[src/rtl/lcd1602_responder.sv]
// HD44780-compatible LCD-side bus responder with a 2x16 character mirror.
// Bus pins are synchronised, transfers are taken on the falling edge of en,
// and executed one cycle after detection.
module lcd1602_responder #(
    parameter int BUSY_CYCLES  = 40,
    parameter int CLEAR_CYCLES = 1600
) (
    input  logic       clk,
    input  logic       rst_n,
    input  logic       rs,
    input  logic       rw,
    input  logic       en,
    input  logic [7:0] dat_i,
    output logic [7:0] dat_o,
    output logic       dat_oe,
    input  logic [4:0] rd_addr,
    output logic [7:0] rd_data,
    output logic       busy,
    output logic       disp_on,
    output logic       cursor_on,
    output logic       blink_on,
    output logic       overrun
);

    localparam int CNT_MAX = (CLEAR_CYCLES > BUSY_CYCLES) ? CLEAR_CYCLES : BUSY_CYCLES;
    localparam int CNT_W   = $clog2(CNT_MAX + 1);

    typedef enum logic {ST_IDLE, ST_CLEAR} state_t;

    // HD44780 address counter wrap: 0x27 -> 0x40, 0x67 -> 0x00; gap values normalise.
    function automatic logic [6:0] ac_step(input logic [6:0] a, input logic up);
        logic [6:0] r;
        if (up) begin
            if (a >= 7'h27 && a <= 7'h3F) r = 7'h40;
            else if (a >= 7'h67)          r = 7'h00;
            else                          r = a + 7'd1;
        end else begin
            if (a == 7'h00)                    r = 7'h67;
            else if (a >= 7'h28 && a <= 7'h40) r = 7'h27;
            else if (a >= 7'h68)               r = 7'h67;
            else                               r = a - 7'd1;
        end
        return r;
    endfunction

    // Only 0x00-0x0F and 0x40-0x4F are visible on a 16-column display.
    function automatic logic on_screen(input logic [6:0] a);
        return (a[5:4] == 2'b00);
    endfunction

    function automatic logic [4:0] mem_index(input logic [6:0] a);
        return {a[6], a[3:0]};
    endfunction

    logic             en_s1_q, en_s2_q, en_s3_q;
    logic             rs_s1_q, rs_s2_q, rw_s1_q, rw_s2_q;
    logic [7:0]       dat_s1_q, dat_s2_q;
    logic             exec_q, exec_d;
    logic             cap_rs_q, cap_rs_d, cap_rw_q, cap_rw_d;
    logic [7:0]       cap_dat_q, cap_dat_d;
    logic [6:0]       ac_q, ac_d;
    logic             id_q, id_d, sh_q, sh_d;
    logic             disp_q, disp_d, cur_q, cur_d, blink_q, blink_d;
    logic             ovr_q, ovr_d;
    logic [CNT_W-1:0] cnt_q, cnt_d;
    state_t           state_q, state_d;
    logic [4:0]       clr_idx_q, clr_idx_d;
    logic [7:0]       mem_q [32];
    logic [7:0]       rd_data_q;
    logic             we;
    logic [4:0]       widx;
    logic [7:0]       wdata;
    logic             fall, busy_w;

    assign fall   = !en_s2_q && en_s3_q;
    assign busy_w = (cnt_q != '0);

    // Two-flop synchronisers for the asynchronous bus, plus a third en stage for edge detect.
    always_ff @(posedge clk or negedge rst_n) begin
        if (!rst_n) begin
            en_s1_q  <= 1'b0; en_s2_q <= 1'b0; en_s3_q <= 1'b0;
            rs_s1_q  <= 1'b0; rs_s2_q <= 1'b0;
            rw_s1_q  <= 1'b0; rw_s2_q <= 1'b0;
            dat_s1_q <= 8'h00; dat_s2_q <= 8'h00;
        end else begin
            en_s1_q  <= en;    en_s2_q  <= en_s1_q; en_s3_q <= en_s2_q;
            rs_s1_q  <= rs;    rs_s2_q  <= rs_s1_q;
            rw_s1_q  <= rw;    rw_s2_q  <= rw_s1_q;
            dat_s1_q <= dat_i; dat_s2_q <= dat_s1_q;
        end
    end

    // Clear sequencer state register.
    always_ff @(posedge clk or negedge rst_n) begin
        if (!rst_n) begin
            state_q   <= ST_IDLE;
            clr_idx_q <= 5'd0;
        end else begin
            state_q   <= state_d;
            clr_idx_q <= clr_idx_d;
        end
    end

    // Transfer capture, instruction/data execution, busy counter and clear sequencing.
    always_comb begin
        exec_d    = 1'b0;
        cap_rs_d  = cap_rs_q;
        cap_rw_d  = cap_rw_q;
        cap_dat_d = cap_dat_q;
        ac_d      = ac_q;
        id_d      = id_q;
        sh_d      = sh_q;
        disp_d    = disp_q;
        cur_d     = cur_q;
        blink_d   = blink_q;
        ovr_d     = ovr_q;
        cnt_d     = busy_w ? (cnt_q - CNT_W'(1)) : cnt_q;
        state_d   = state_q;
        clr_idx_d = clr_idx_q;
        we        = 1'b0;
        widx      = 5'd0;
        wdata     = 8'h00;

        if (fall) begin
            if (!rw_s2_q && busy_w) begin
                ovr_d = 1'b1;
            end else begin
                exec_d    = 1'b1;
                cap_rs_d  = rs_s2_q;
                cap_rw_d  = rw_s2_q;
                cap_dat_d = dat_s2_q;
                if (!rw_s2_q)
                    cnt_d = (!rs_s2_q && dat_s2_q == 8'h01) ? CNT_W'(CLEAR_CYCLES)
                                                            : CNT_W'(BUSY_CYCLES);
            end
        end

        if (exec_q) begin
            if (!cap_rw_q && cap_rs_q) begin
                if (on_screen(ac_q)) begin
                    we    = 1'b1;
                    widx  = mem_index(ac_q);
                    wdata = cap_dat_q;
                end
                ac_d = ac_step(ac_q, id_q);
            end else if (!cap_rw_q) begin
                casez (cap_dat_q)
                    8'b1???????: ac_d = cap_dat_q[6:0];
                    8'b0001????: if (!cap_dat_q[3]) ac_d = ac_step(ac_q, cap_dat_q[2]);
                    8'b00001???: begin
                        disp_d  = cap_dat_q[2];
                        cur_d   = cap_dat_q[1];
                        blink_d = cap_dat_q[0];
                    end
                    8'b000001??: begin
                        id_d = cap_dat_q[1];
                        sh_d = cap_dat_q[0];
                    end
                    8'b0000001?: ac_d = 7'h00;
                    8'b00000001: begin
                        ac_d      = 7'h00;
                        id_d      = 1'b1;
                        state_d   = ST_CLEAR;
                        clr_idx_d = 5'd0;
                    end
                    default: ;
                endcase
            end else if (cap_rs_q) begin
                ac_d = ac_step(ac_q, id_q);
            end
        end

        if (state_q == ST_CLEAR) begin
            we        = 1'b1;
            widx      = clr_idx_q;
            wdata     = 8'h20;
            clr_idx_d = clr_idx_q + 5'd1;
            if (clr_idx_q == 5'd31) state_d = ST_IDLE;
        end
    end

    // Control and status registers.
    always_ff @(posedge clk or negedge rst_n) begin
        if (!rst_n) begin
            exec_q    <= 1'b0;
            cap_rs_q  <= 1'b0;
            cap_rw_q  <= 1'b0;
            cap_dat_q <= 8'h00;
            ac_q      <= 7'h00;
            id_q      <= 1'b1;
            sh_q      <= 1'b0;
            disp_q    <= 1'b0;
            cur_q     <= 1'b0;
            blink_q   <= 1'b0;
            ovr_q     <= 1'b0;
            cnt_q     <= '0;
        end else begin
            exec_q    <= exec_d;
            cap_rs_q  <= cap_rs_d;
            cap_rw_q  <= cap_rw_d;
            cap_dat_q <= cap_dat_d;
            ac_q      <= ac_d;
            id_q      <= id_d;
            sh_q      <= sh_d;
            disp_q    <= disp_d;
            cur_q     <= cur_d;
            blink_q   <= blink_d;
            ovr_q     <= ovr_d;
            cnt_q     <= cnt_d;
        end
    end

    // Display mirror; reset restores all blanks regardless of any clear in progress.
    always_ff @(posedge clk or negedge rst_n) begin
        if (!rst_n) begin
            for (int i = 0; i < 32; i++) mem_q[i] <= 8'h20;
        end else if (we) begin
            mem_q[widx] <= wdata;
        end
    end

    // Registered mirror read port.
    always_ff @(posedge clk or negedge rst_n) begin
        if (!rst_n) rd_data_q <= 8'h20;
        else        rd_data_q <= mem_q[rd_addr];
    end

    // Bus read data: busy flag/address or character under the address counter.
    always_comb begin
        dat_o = 8'h00;
        if (dat_oe) begin
            if (!rs_s2_q)             dat_o = {busy_w, ac_q};
            else if (on_screen(ac_q)) dat_o = mem_q[mem_index(ac_q)];
            else                      dat_o = 8'h20;
        end
    end

    assign dat_oe    = rw_s2_q && en_s2_q;
    assign rd_data   = rd_data_q;
    assign busy      = busy_w;
    assign disp_on   = disp_q;
    assign cursor_on = cur_q;
    assign blink_on  = blink_q;
    assign overrun   = ovr_q;

endmodule

[config.mk]
export PLATFORM = sky130hd
export DESIGN_NAME = lcd1602_responder
export DESIGN_NICKNAME = d
export VERILOG_FILES = /design/src/rtl/lcd1602_responder.sv
export SDC_FILE = /design/constraint.sdc
export NUM_CORES = 1
export LEC_CHECK = 0
export BUFFER_PORTS_ARGS = -buffer_cell sky130_fd_sc_hd__buf_2
export CAP_MARGIN = 20
export CORE_AREA = 5 5 208 210
export CTS_CLUSTER_DIAMETER = 100
export CTS_CLUSTER_SIZE = 20
export DETAILED_ROUTE_END_ITERATION = 8
export DIE_AREA = 0 0 213 215
export GPL_ROUTABILITY_DRIVEN = 0
export HOLD_SLACK_MARGIN = 0.06
export PLACE_DENSITY = 0.67
export SKIP_CTS_REPAIR_TIMING = 1
export SYNTH_ARGS = -nofsm -noshare
export SYNTH_HDL_FRONTEND = slang
export SYNTH_SLANG_ARGS = --single-unit
export TNS_END_PERCENT = 1
[constraint.sdc]
create_clock -name clk -period 4.95 [get_ports clk]
set_clock_uncertainty 0.2 [all_clocks]
set_input_delay 0.7425 -clock clk [delete_from_list [all_inputs] [get_ports clk]]
set_output_delay 0.7425 -clock clk [all_outputs]
set_load 0.05 [all_outputs]
==> flow_summary_export.csv <==
group,metric,value,unit
outcome,run_status,"complete, no violations",
die,core_area,41380,um^2
timing,grt_setup_unrepaired,"false",
clock_tree,cts_root_buffer,"sky130_fd_sc_hd__clkbuf_16",
power,worst_ir_drop_vdd,0.0002497,V
layout,number_of_standard_cells_in_the_layout_taps_in_and_fillers_out,1761,
timing,period_needed,4266,ps
min_path,hold_path_class,"input port to asynchronous set/reset pin",
power,power_switching,2.118,mW
place,post-dp-hpwl,30180,um
die,floorplan.die_area,45800,um^2
logic_synthesis,synthesis_warning_total,0,
route,detail_route.drc_violations,0,
logic_synthesis,number_of_nets_in_the_synthesized_netlist,1245,
logic_synthesis,synth_enable_flop_cells,0,
logic_synthesis,yosysTopAreaCell,"sky130_fd_sc_hd__dfrtp_1",
route,drtAntennaViolNets,0,
logic_synthesis,yosysMostFrequentCell,"sky130_fd_sc_hd__dfrtp_1",
power,seqPwrFrac,48.6,%
power,p_int,4.163,mW
route,detailedRoute.firstPassIterationCount,5,
global_route,grt.overflow.total,0,
timing,timing.fmax,0.2344,GHz
die,chipWidth,213,um
logic_synthesis,postSynthRegisterBits,327,
job,max_cap_violations,0,
route,num_vias,10994,
logic_synthesis,synth-async-reset-ratio,100.0,%
clock_tree,cts_htree_levels,1,
global_route,initial_antenna_violation_count,0,
timing,final.hold.worst_slack,48.46,ps
clock_tree,cts_made_buffers,20,
power,p_per_area,334.4,nW/um^2
power,switching_share,33.73,%
die,starting_density,42.18,%
logic_synthesis,distinct_cell_type_count_of_the_synthesized_netlist,76,
logic_synthesis,avgSynthCellArea,14.30,um^2
clock_tree,worstSkewPairLatency,570,ps
die,dieHeight,215,um
power,power_leakage,8.147,nW
critical_path,critPathLaunchType,"flop",
route,wl_per_cell,25.90,um
timing,period_share,86.19,%
timing,finalHoldViolCount,0,
logic_synthesis,synthTopCellsByCount,"sky130_fd_sc_hd__dfrtp_1, sky130_fd_sc_hd__mux2_2, sky130_fd_sc_hd__mux4_2",
layout,stdcell_area,18790,um^2
critical_path,cp_data_required_time,4010,ps
critical_path,crit_fanout,40,
critical_path,critical_path.endpoint_type,"output port",
die,num_rows,75,
global_route,grt_start_max_net_pins,105,
place,dpl_worst_slack,1268,ps
place,io_buffer_count,39,
place,detailed_place.area,18190,um^2
route,detail_route.vias_per_cell,6.243,
layout,area.growth.synth_to_final,7.612,%
clock_tree,clock_slew_at_reported_path_ffs,90,ps
power,clockPowerShare,27.6,%
timing,finalWorstSetupSlack,683.8,ps
layout,finish.utilization,45.39,%
timing,setup-violations-final,0,
logic_synthesis,synthFlopType,"sky130_fd_sc_hd__dfrtp_1",
timing,maxSlewViolCount,0,
layout,final_layout_size_suffix_gt1_share,48.12,%
timing,slew_at_the_pin_closest_to_its_max_slew_limit,1126,ps
route,initialDrtViolationCount,963,
timing,finalSetupTns,0,ps
clock_tree,cts-root-to-sink-buffers,3,
power,share_comb_of_total_power,23.8,%
global_route,gr_util_all_layers,20.00,%
layout,num-nets-final,1232,
clock_tree,cts.sinks,327,
die,ioPinCount,40,
layout,antennaDiodeCount,0,
critical_path,cp_data_arrival_time,3320,ps
logic_synthesis,post-synth-top-area-fraction,42.00,%
global_route,grt_first_pass_wirelength,70890,um
place,dp_cells,1725,
timing,slew_headroom,24.76,%
clock_tree,cts_tree,"built",
logic_synthesis,synth_seq_area_share,47.12,%
logic_synthesis,post_synth_instance_area,17460,um^2
logic_synthesis,synth.area.top_cells,"sky130_fd_sc_hd__dfrtp_1, sky130_fd_sc_hd__mux2_2, sky130_fd_sc_hd__mux4_2",
power,fin_total_pwr,6.281,mW
global_route,grt_pass1_vias,11436,
route,route.final.wire_length,45610,um
layout,filler_cell_count,3641,
critical_path,type_of_the_worst_setup_path,"flop to output port",
logic_synthesis,synthesis.instances,1221,
-- final timing paths --
path                       cells after the start                endpoint             startpoint  slack [ps]
max                                            7                dat_o[5]    ac_q[0]$_DFFE_PN0P_         680
min                                            1      cnt_q[4]$_DFF_PN0_                  rst_n          50
max reg2reg                                    5    mem_q[3]$_DFFE_PN0P_    ac_q[4]$_DFFE_PN0P_        1290
min reg2reg                                    0   dat_s2_q[7]$_DFF_PN0_  dat_s1_q[7]$_DFF_PN0_         150
max in group asynchronous                      2  mem_q[250]$_DFFE_PN0P_                  rst_n        3410
min in group clk                               1   dat_s1_q[6]$_DFF_PN0_               dat_i[6]          90
-- area by class of cell --
class                      count  area, um^2  share of cell area (%)
timing repair buffer          63       462.9                   2.464
inverter                      13       48.80                  0.2598
clock buffer                  34       553.0                   2.944
tap                          539       674.4                   3.590
sequential                   327        8232                   43.82
clock inverter                 2       46.29                  0.2464
multi-input combinational    783        8768                   46.68
-- worst max-delay path, cell delays in order (launching register included) --
cell                       delay (ps)
sky130_fd_sc_hd__dfrtp_4          890
sky130_fd_sc_hd__buf_4            400
sky130_fd_sc_hd__mux4_2           270
sky130_fd_sc_hd__nor2_1            40
sky130_fd_sc_hd__nor4_1           330
sky130_fd_sc_hd__o211ai_1         170
sky130_fd_sc_hd__a21oi_1          310
sky130_fd_sc_hd__buf_2            330
-- routing by layer --
metal	vias up	routed length, um	GRT usage (%)
met1	5863	19880	29.01
li1	4647	-	-
met4	0	1482	5.974
met5	-	0	0
met3	89	3077	3.850
met2	395	21170	30.79
-- logic make-up after synthesis --
family	synth area share [%]
AOI/OAI and AO/OA	5.462
xor gates and xnor gates	0.5017
adders and majority gates	0.4300
buffers and inverters	2.688
DFF	47.12
muxes	36.91
and+or+nand+nor	6.888
-- cell usage in the layout (no fill, tap or decap), types with 7 or more instances in the layout --
| cell | synthesis | routed |
|---|---|---|
| sky130_fd_sc_hd__and2_1 | 10 | 10 |
| sky130_fd_sc_hd__mux4_2 | 138 | 138 |
| sky130_fd_sc_hd__nor3_1 | 13 | 13 |
| sky130_fd_sc_hd__mux2_2 | 279 | 279 |
| sky130_fd_sc_hd__dfrtp_1 | 293 | 290 |
| sky130_fd_sc_hd__buf_4 | 2 | 19 |
| sky130_fd_sc_hd__o22ai_1 | 11 | 11 |
| sky130_fd_sc_hd__o21ai_0 | 17 | 17 |
| sky130_fd_sc_hd__clkbuf_1 | 59 | 14 |
| sky130_fd_sc_hd__buf_2 | 24 | 37 |
| sky130_fd_sc_hd__nand2_1 | 38 | 38 |
| sky130_fd_sc_hd__nor2b_1 | 10 | 10 |
| sky130_fd_sc_hd__a211oi_1 | 11 | 11 |
| sky130_fd_sc_hd__nand3_1 | 19 | 19 |
| sky130_fd_sc_hd__nor2_2 | 16 | 16 |
| sky130_fd_sc_hd__inv_1 | 12 | 12 |
| sky130_fd_sc_hd__dfstp_2 | 34 | 34 |
| sky130_fd_sc_hd__nor2_1 | 26 | 26 |
| sky130_fd_sc_hd__a31oi_1 | 10 | 10 |
| sky130_fd_sc_hd__nor4_1 | 10 | 9 |
| sky130_fd_sc_hd__or3_1 | 7 | 7 |
| sky130_fd_sc_hd__clkbuf_16 | 0 | 20 |
| sky130_fd_sc_hd__a22o_1 | 8 | 8 |
| sky130_fd_sc_hd__a21oi_1 | 12 | 12 |
| sky130_fd_sc_hd__mux2i_1 | 16 | 16 |
| sky130_fd_sc_hd__nor2_4 | 9 | 9 |
| sky130_fd_sc_hd__nand2b_1 | 15 | 15 |
-- power groups by stage --
stage               combinational [mW]  clock [mW]  sequential, mW
finish                            1.50        1.73            3.05
global placement                  1.46           0            3.10
global route                      1.61        1.88            3.08
detailed placement                1.48           0            3.10
floorplan                         1.19           0            2.90
CTS                               1.48        1.78            3.05
-- sequential cells by signal, summed over array words and instances, names as in the netlist, 5 cells and up --
signal	flops
rd_data	8
ac_q	7
cap_dat_q	8
dat_s2_q	8
dat_s1_q	8
clr_idx_q	5
cnt_q	11
mem_q	256
No activity file was read; power rests on OpenSTA's default activity.
